==> src/rtl/config_request_initiator.sv <==
// rtl/config_request_initiator.sv - config-bus master issuing single uncached store/load requests
// Accepts one request at a time, presents it on the config bus and returns exactly one response.
package config_pkg;
  localparam logic T_STORE = 1'b0;
  localparam logic T_LOAD  = 1'b1;
endpackage

module config_request_initiator
  import config_pkg::*;
#(
  parameter int unsigned ADDR_WIDTH = 64,
  parameter int unsigned DATA_WIDTH = 64,
  parameter int unsigned RD_TIMEOUT = 16
) (
  input  logic                  clk,
  input  logic                  rst_n,
  input  logic                  req_valid,
  output logic                  req_ready,
  input  logic                  req_is_load,
  input  logic [ADDR_WIDTH-1:0] req_addr,
  input  logic [DATA_WIDTH-1:0] req_data,
  output logic                  rsp_valid,
  input  logic                  rsp_ready,
  output logic                  rsp_is_load,
  output logic [DATA_WIDTH-1:0] rsp_data,
  output logic                  rsp_err,
  output logic                  conf_valid,
  output logic                  conf_config_type,
  output logic [ADDR_WIDTH-1:0] conf_addr,
  output logic [DATA_WIDTH-1:0] conf_data,
  input  logic                  conf_read_valid,
  input  logic [DATA_WIDTH-1:0] conf_read_data,
  output logic                  busy
);

  typedef enum logic [1:0] {IDLE, ISSUE, WAIT_RD, RESP} state_e;

  localparam int unsigned CW = $clog2(RD_TIMEOUT + 1);
  localparam logic [CW-1:0] TMO = CW'(RD_TIMEOUT);

  state_e                state_q, state_d;
  logic                  is_load_q, is_load_d;
  logic [ADDR_WIDTH-1:0] addr_q, addr_d;
  logic [DATA_WIDTH-1:0] data_q, data_d;
  logic                  rsp_err_q, rsp_err_d;
  logic [DATA_WIDTH-1:0] rsp_data_q, rsp_data_d;
  logic [CW-1:0]         cnt_q, cnt_d;

  always_ff @(posedge clk or negedge rst_n) begin
    if (!rst_n) begin
      state_q    <= IDLE;
      is_load_q  <= 1'b0;
      addr_q     <= '0;
      data_q     <= '0;
      rsp_err_q  <= 1'b0;
      rsp_data_q <= '0;
      cnt_q      <= '0;
    end else begin
      state_q    <= state_d;
      is_load_q  <= is_load_d;
      addr_q     <= addr_d;
      data_q     <= data_d;
      rsp_err_q  <= rsp_err_d;
      rsp_data_q <= rsp_data_d;
      cnt_q      <= cnt_d;
    end
  end

  always_comb begin
    state_d    = state_q;
    is_load_d  = is_load_q;
    addr_d     = addr_q;
    data_d     = data_q;
    rsp_err_d  = rsp_err_q;
    rsp_data_d = rsp_data_q;
    cnt_d      = cnt_q;
    case (state_q)
      IDLE: begin
        if (req_valid) begin
          is_load_d  = req_is_load;
          addr_d     = req_addr;
          data_d     = req_data;
          cnt_d      = '0;
          rsp_data_d = '0;
          // Misaligned requests never reach the bus; they are answered with an error.
          if (req_addr[2:0] != 3'b000) begin
            rsp_err_d = 1'b1;
            state_d   = RESP;
          end else begin
            rsp_err_d = 1'b0;
            state_d   = ISSUE;
          end
        end
      end
      ISSUE: begin
        if (!is_load_q) begin
          rsp_err_d  = 1'b0;
          rsp_data_d = '0;
          state_d    = RESP;
        end else if (conf_read_valid) begin
          rsp_err_d  = 1'b0;
          rsp_data_d = conf_read_data;
          state_d    = RESP;
        end else begin
          cnt_d   = CW'(1);
          state_d = WAIT_RD;
        end
      end
      WAIT_RD: begin
        if (conf_read_valid) begin
          rsp_err_d  = 1'b0;
          rsp_data_d = conf_read_data;
          state_d    = RESP;
        end else if (cnt_q == TMO) begin
          rsp_err_d  = 1'b1;
          rsp_data_d = '0;
          state_d    = RESP;
        end else begin
          cnt_d = cnt_q + CW'(1);
        end
      end
      RESP: begin
        if (rsp_ready) state_d = IDLE;
      end
      default: state_d = IDLE;
    endcase
  end

  // Every output is a function of registered state only.
  assign req_ready        = (state_q == IDLE);
  assign busy             = (state_q != IDLE);
  assign conf_valid       = (state_q == ISSUE) || (state_q == WAIT_RD);
  assign conf_config_type = conf_valid ? is_load_q : T_STORE;
  assign conf_addr        = conf_valid ? addr_q : '0;
  assign conf_data        = conf_valid ? data_q : '0;
  assign rsp_valid        = (state_q == RESP);
  assign rsp_is_load      = rsp_valid ? is_load_q : 1'b0;
  assign rsp_err          = rsp_valid ? rsp_err_q : 1'b0;
  assign rsp_data         = rsp_valid ? rsp_data_q : '0;

endmodule

==> config.mk <==
export PLATFORM = sky130hd
export DESIGN_NAME = config_request_initiator
export DESIGN_NICKNAME = d
export VERILOG_FILES = /design/src/rtl/config_request_initiator.sv
export SDC_FILE = /design/constraint.sdc
export NUM_CORES = 1
export LEC_CHECK = 0
export ABC_AREA = 0
export CAP_MARGIN = 0
export CELL_PAD_IN_SITES_DETAIL_PLACEMENT = 1
export CELL_PAD_IN_SITES_GLOBAL_PLACEMENT = 2
export CORE_UTILIZATION = 24
export CTS_BUF_LIST = sky130_fd_sc_hd__clkbuf_16
export DETAILED_ROUTE_END_ITERATION = 10
export PLACE_DENSITY_LB_ADDON = 0.25
export SLEW_MARGIN = 20
export SYNTH_ARGS = -nofsm -noshare
export SYNTH_HDL_FRONTEND = slang
export SYNTH_SLANG_ARGS = --single-unit
==> constraint.sdc <==
create_clock -name clk -period 1.7 [get_ports clk]
set_input_delay 0.34 -clock clk [delete_from_list [all_inputs] [get_ports clk]]
set_output_delay 0.34 -clock clk [all_outputs]
set_load 0.005 [all_outputs]
## Yosys cells after proc, flatten, opt, wreduce, memory -nomap -nowiden

Cells that the tools add are included.

| cells by class | value |
|---|---|
| $mul | 0 |
| reduce and logical (&&, ||, !) cells | 9 |
| bitwise logic cells | 0 |
| div/mod/pow operators | 0 |
| mux-type cells | 33 |
| add/subtract/negate cells | 1 |
| order comparisons | 0 |
| shift-type cells | 0 |
| eq/ne operators | 12 |

Operators with widths:

| kind | count |
|---|---|
| two-way mux 64 bit | 8 |
| one-hot mux 64 bit (3 select lines) | 1 |
| two-way mux 5 bit | 5 |
| one-hot mux 5 bit (3 select lines) | 1 |
| two-way mux 1 bit | 11 |
| two-way mux 2 bit | 5 |
| != test 2 bit, second input constant | 5 |
| one-hot mux 2 bit (4 select lines) | 1 |
| != test 3 bit, second input constant | 2 |
| AND reduction 6 bit | 1 |
| nonzero test 3 bit | 2 |
| adder 5 x 1 -> 5 bit, second input constant | 1 |
| == test 5 bit, second input constant | 1 |
| == test 2 bit, second input constant | 2 |
| AND reduction 4 bit | 1 |
| one-hot mux 1 bit (3 select lines) | 1 |
| AND reduction 3 bit | 1 |
| == test 2 x 1 -> 1 bit, second input constant | 1 |
| logical NOT 2 bit | 1 |
| != test 2 x 1 -> 1 bit, second input constant | 1 |
| AND reduction 2 bit | 1 |
| nonzero test 2 bit | 1 |
| logical OR 1 bit | 1 |

| word-level totals | value |
|---|---|
| memory bits (writable) | 0 |
| bits in read-only memories | 0 |
| bits in latches | 0 |
| register bits | 201 |
| memories | 0 |
| bits of input ports | 198 |
| output and inout bits | 199 |
| word-level logic and storage cells | 62 |

## Longest topological paths before layout

| logic depth | value |
|---|---|
| depth in word-level cells | 4 |
| depth in mapped cells | 8 |
| mapped depth without buffers | 6 |

## Worst setup path after synthesis

OpenSTA, ideal clock, no wires.

| timing path | value |
|---|---|
| path type | register to output |
| start point | register state_q[0] |
| end point | output port conf_data[10] |
| buffers on the path | 2 |
| setup slack | -75 ps |
| stages on the path, launching flop included | 6 |
| data required time | 1360 ps |
| data arrival time | 1435 ps |
| cell sequence | dfrtp_1 -> inv_1 -> ha_1 -> clkbuf_1 -> clkbuf_1 -> and2_1 |

| between the ends | value |
|---|---|
| longest elaborated chain between the ends | 3 |
| elaborated cells between the ends (all ways) | 4 |
| those cells by class | 2 x eq/ne; 1 x mux; 1 x reduce/logical |

Ends and longest elaborated chain:

| item | line | source |
|---|---|---|
| start: declaration | 41 | `state_e state_q, state_d;` |
| start signal: assignment | 59 | `state_q <= state_d;` |
| == test 2 x 1 -> 1 bit / == test 2 bit (equally long branches) | 132 | `assign conf_valid = (state_q == ISSUE) \|\| (state_q == WAIT_RD);` |
| logical OR 1 bit (*) | 132 |  |
| net conf_valid | 27 | `output logic conf_valid,` |
| two-way mux 64 bit (*) | 135 | `assign conf_data = conf_valid ? data_q : '0;` |
| end: declaration | 30 | `output logic [DATA_WIDTH-1:0] conf_data,` |

Mark *: on every way through the listed nets, which the timed path passes. The rest lies on a longest branch.

## Final worst setup path

| timing path | value |
|---|---|
| start point | register state_q[0] |
| end point | output port conf_config_type |

| between the ends | value |
|---|---|
| longest elaborated chain between the ends | 3 |
| elaborated cells between the ends (all ways) | 4 |
| those cells by class | 2 x eq/ne; 1 x mux; 1 x reduce/logical |

Ends and longest elaborated chain:

| item | line | source |
|---|---|---|
| == test 2 x 1 -> 1 bit / == test 2 bit (equally long branches) | 132 |  |
| logical OR 1 bit (*) | 132 |  |
| two-way mux 1 bit (*) | 133 | `assign conf_config_type = conf_valid ? is_load_q : T_STORE;` |
| end: declaration | 28 | `output logic conf_config_type,` |

Every way passes the cells marked *; elsewhere a longest branch is shown, timed or not.

==> flow_metrics.tcl <==
set metrics [dict create \
    status "finished, violations left" \
    violations "negative setup slack" \
    skew_ns 0.007811 \
    synth_top_area_share 0.5144 \
    setup_ws_ns -0.6864 \
    p_sw_mw 13.12 \
    clkPwrFrac 0.136 \
    cp.required_ns 1.36 \
    core.rowCount 73 \
    rsz0062_at_grt "true" \
    end_kind "output pin" \
    synthTopCellsByArea "dfrtp_1, mux2_2, and2_1" \
    intPower_mw 25.84 \
    postPlaceCellArea_um2 14770 \
    dr.first_iter.drc_count 175 \
    grt_first_pass_wirelength_um 54680 \
    num_vias 8095 \
    final-hold-violation-count 0 \
    gp_congestion 0.7290 \
    grt_pass1_vias 8972 \
    ff2ff_setup_slack_ns -0.30 \
    avgSynthCellArea_um2 11.68 \
    dp_cells 1766 \
    syn2layout_area_growth_pct 80.40 \
    clk_pin_slew_ns 0.06 \
    yosysSeqAreaShare 0.5144 \
    place_ws_ns -0.4104 \
    post_drt_via_cell_ratio 4.265 \
    cp-start-kind "flip-flop" \
    setup_violations 269 \
    final_cells 1898 \
    antennaDiodeCount 0 \
    combPwrFrac 0.648 \
    fin_crit_ns 2.386 \
    antenna_left 0 \
    ys_types 37 \
    grt_util_all_layers 0.1722 \
    final_nets 1561 \
    final_cell_area_um2 17640 \
    drtPass1Iterations 4 \
    worstSkewPairLatency_ns 0.53 \
    cts_inserted_buffers 26 \
    grt_max_degree 41 \
    fmax_ghz 0.4190 \
    antenna_found_initial 1 \
    max_slew_margin 0.7212 \
    tritoncts "done" \
    crit_type "reg -> out" \
    syn_inst 837 \
    final_max_slew_viol_count 0 \
    synth_fp_nets 1043 \
    start_util 0.2450 \
    post-route-period-util 1.404 \
    final_cell_mix "dfrtp_1, clkdlybuf4s50_1, buf_6, and2_4, mux2_2" \
    synth_top_area_cell "dfrtp_1" \
    portBuffers 396 \
    clockBufferDepth 3 \
    cellPowerDensity_nw_per_um2 2209 \
    peakVddDrop_mv 1.019 \
    maxCapViolCount 0 \
    ys.warnings.count 0 \
    setup_tns_ns -118.09 \
    num_io_pins 397 \
    synth_area_um2 9778 \
    synth_seq_cells 201 \
    routed_wirelength_um 36880 \
    hold_ws_ns 0.3203 \
    grt-ovfl-total 0 \
    p_sw_frac 0.3368 \
    tightest_slew_ns 0.4182 \
    drc 0 \
    hp-class "in -> async" \
    postLayoutCoreUtil 0.4419 \
    cts_sinks 201 \
    core_um2 39910 \
    die_y_um 203.8 \
    p_leak_nw 8.052 \
    die_w_um 203.8 \
    layout_commonest_cell "dfrtp_1" \
    cp_data_arrival_time_ns 2.05 \
    post_drt_wl_per_cell_um 19.43 \
    hpwl_um 24150 \
    die-area_um2 41550 \
    h-tree-depth 1 \
    root_buffer "clkbuf_16" \
    p_seq_frac 0.216 \
    final_layout_size_suffix_gt1_frac 0.6256 \
    crit_path_max_fanout 7 \
    finalPower_mw 38.96 \
]
cell type report:
type | instances | area (um^2)
repair buffers | 547 | 6093
fillers | 4249 | 22280
clock inverters | 19 | 128.9
inverters | 7 | 26.28
flip-flops and latches | 201 | 5030
clock buffers | 27 | 675.6
multi-input cells | 572 | 5029
well taps | 525 | 656.9
critical path, cell delays in order, from the launching register on:
cell and delay, ns:
dfrtp_1 0.40, inv_2 0.09, ha_4 0.22, buf_12 0.15, buf_12 0.14, buf_16 0.13, buf_8 0.12, and2_4 0.15
buf_6 0.10
registers in the layout (all words and copies together) (netlist names):
name        count
addr_q         64
rsp_data_q     64
rsp_err_q       1
cnt_q           5
is_load_q       1
data_q         64
state_q         2
cells by family after synthesis:
family	count (synthesis)	synth area share
AND/OR/NAND/NOR	349	0.2060
multiplexers	131	0.1506
flip-flops	201	0.5144
adder cells (fa/ha/maj)	8	0.01024
buffers and inverters	64	0.04415
AO/OA/AOI/OAI	84	0.07460
path summary, 6_finish.rpt:
check,to,start,depth (start not counted)
setup / recovery,conf_config_type,state_q[0],8
hold / removal,rsp_data_q[38],rst_n,2
setup reg to reg,rsp_data_q[2],state_q[0],12
hold reg to reg,rsp_data_q[4],rsp_data_q[4],2
max in group asynchronous,data_q[10],rst_n,3
min in group clk,rsp_data_q[8],conf_read_data[8],3
power by group through the flow:
stage	clock network [mW]	registers [mW]	logic, mW
final	5.29	8.43	25.2
after global placement	0	8.29	16.6
after floorplan	0	7.80	8.34
after detailed placement	0	8.34	16.8
after global routing	5.71	8.73	27.0
after CTS	5.54	8.36	23.7
cell usage after synthesis (all sizes together):
cell type and instances:
mux2i 2, and2 196, buf 33, a221o 1, o22a 1, and3 1
a31oi 1, dfrtp 201, o2111ai 1, nor2b 4, ha 8, and2b 1
a22oi 2, a21oi 1, nand2 134, a211oi 2, a41oi 1, a211o 1
mux2 129, a21o 1, o21ai 70, nor3 3, o221a 1, inv 7
nand2b 3, o211ai 1, nand3 3, clkbuf 24, and4bb 1, nand3b 2
nor2 1
routing by layer:
metal,share of wire,vias up,GRT usage,wire (um)
li1,-,3806,-,-
met1,0.41,3983,0.2141,15060
met2,0.49,271,0.2860,18060
met3,0.087,35,0.05979,3198
met4,0.015,0,0.03679,556
met5,0,-,0,0
what timing repair did:
item,CTS,global route
gates resized for setup,838,407
pin swaps,3,17
endpoints found under the hold margin,31,0
gates cloned,18,8
endpoints found under the setup margin,271,329
setup buffers,55,31
hold buffers,1,0
(Power assumes the default switching activity.)
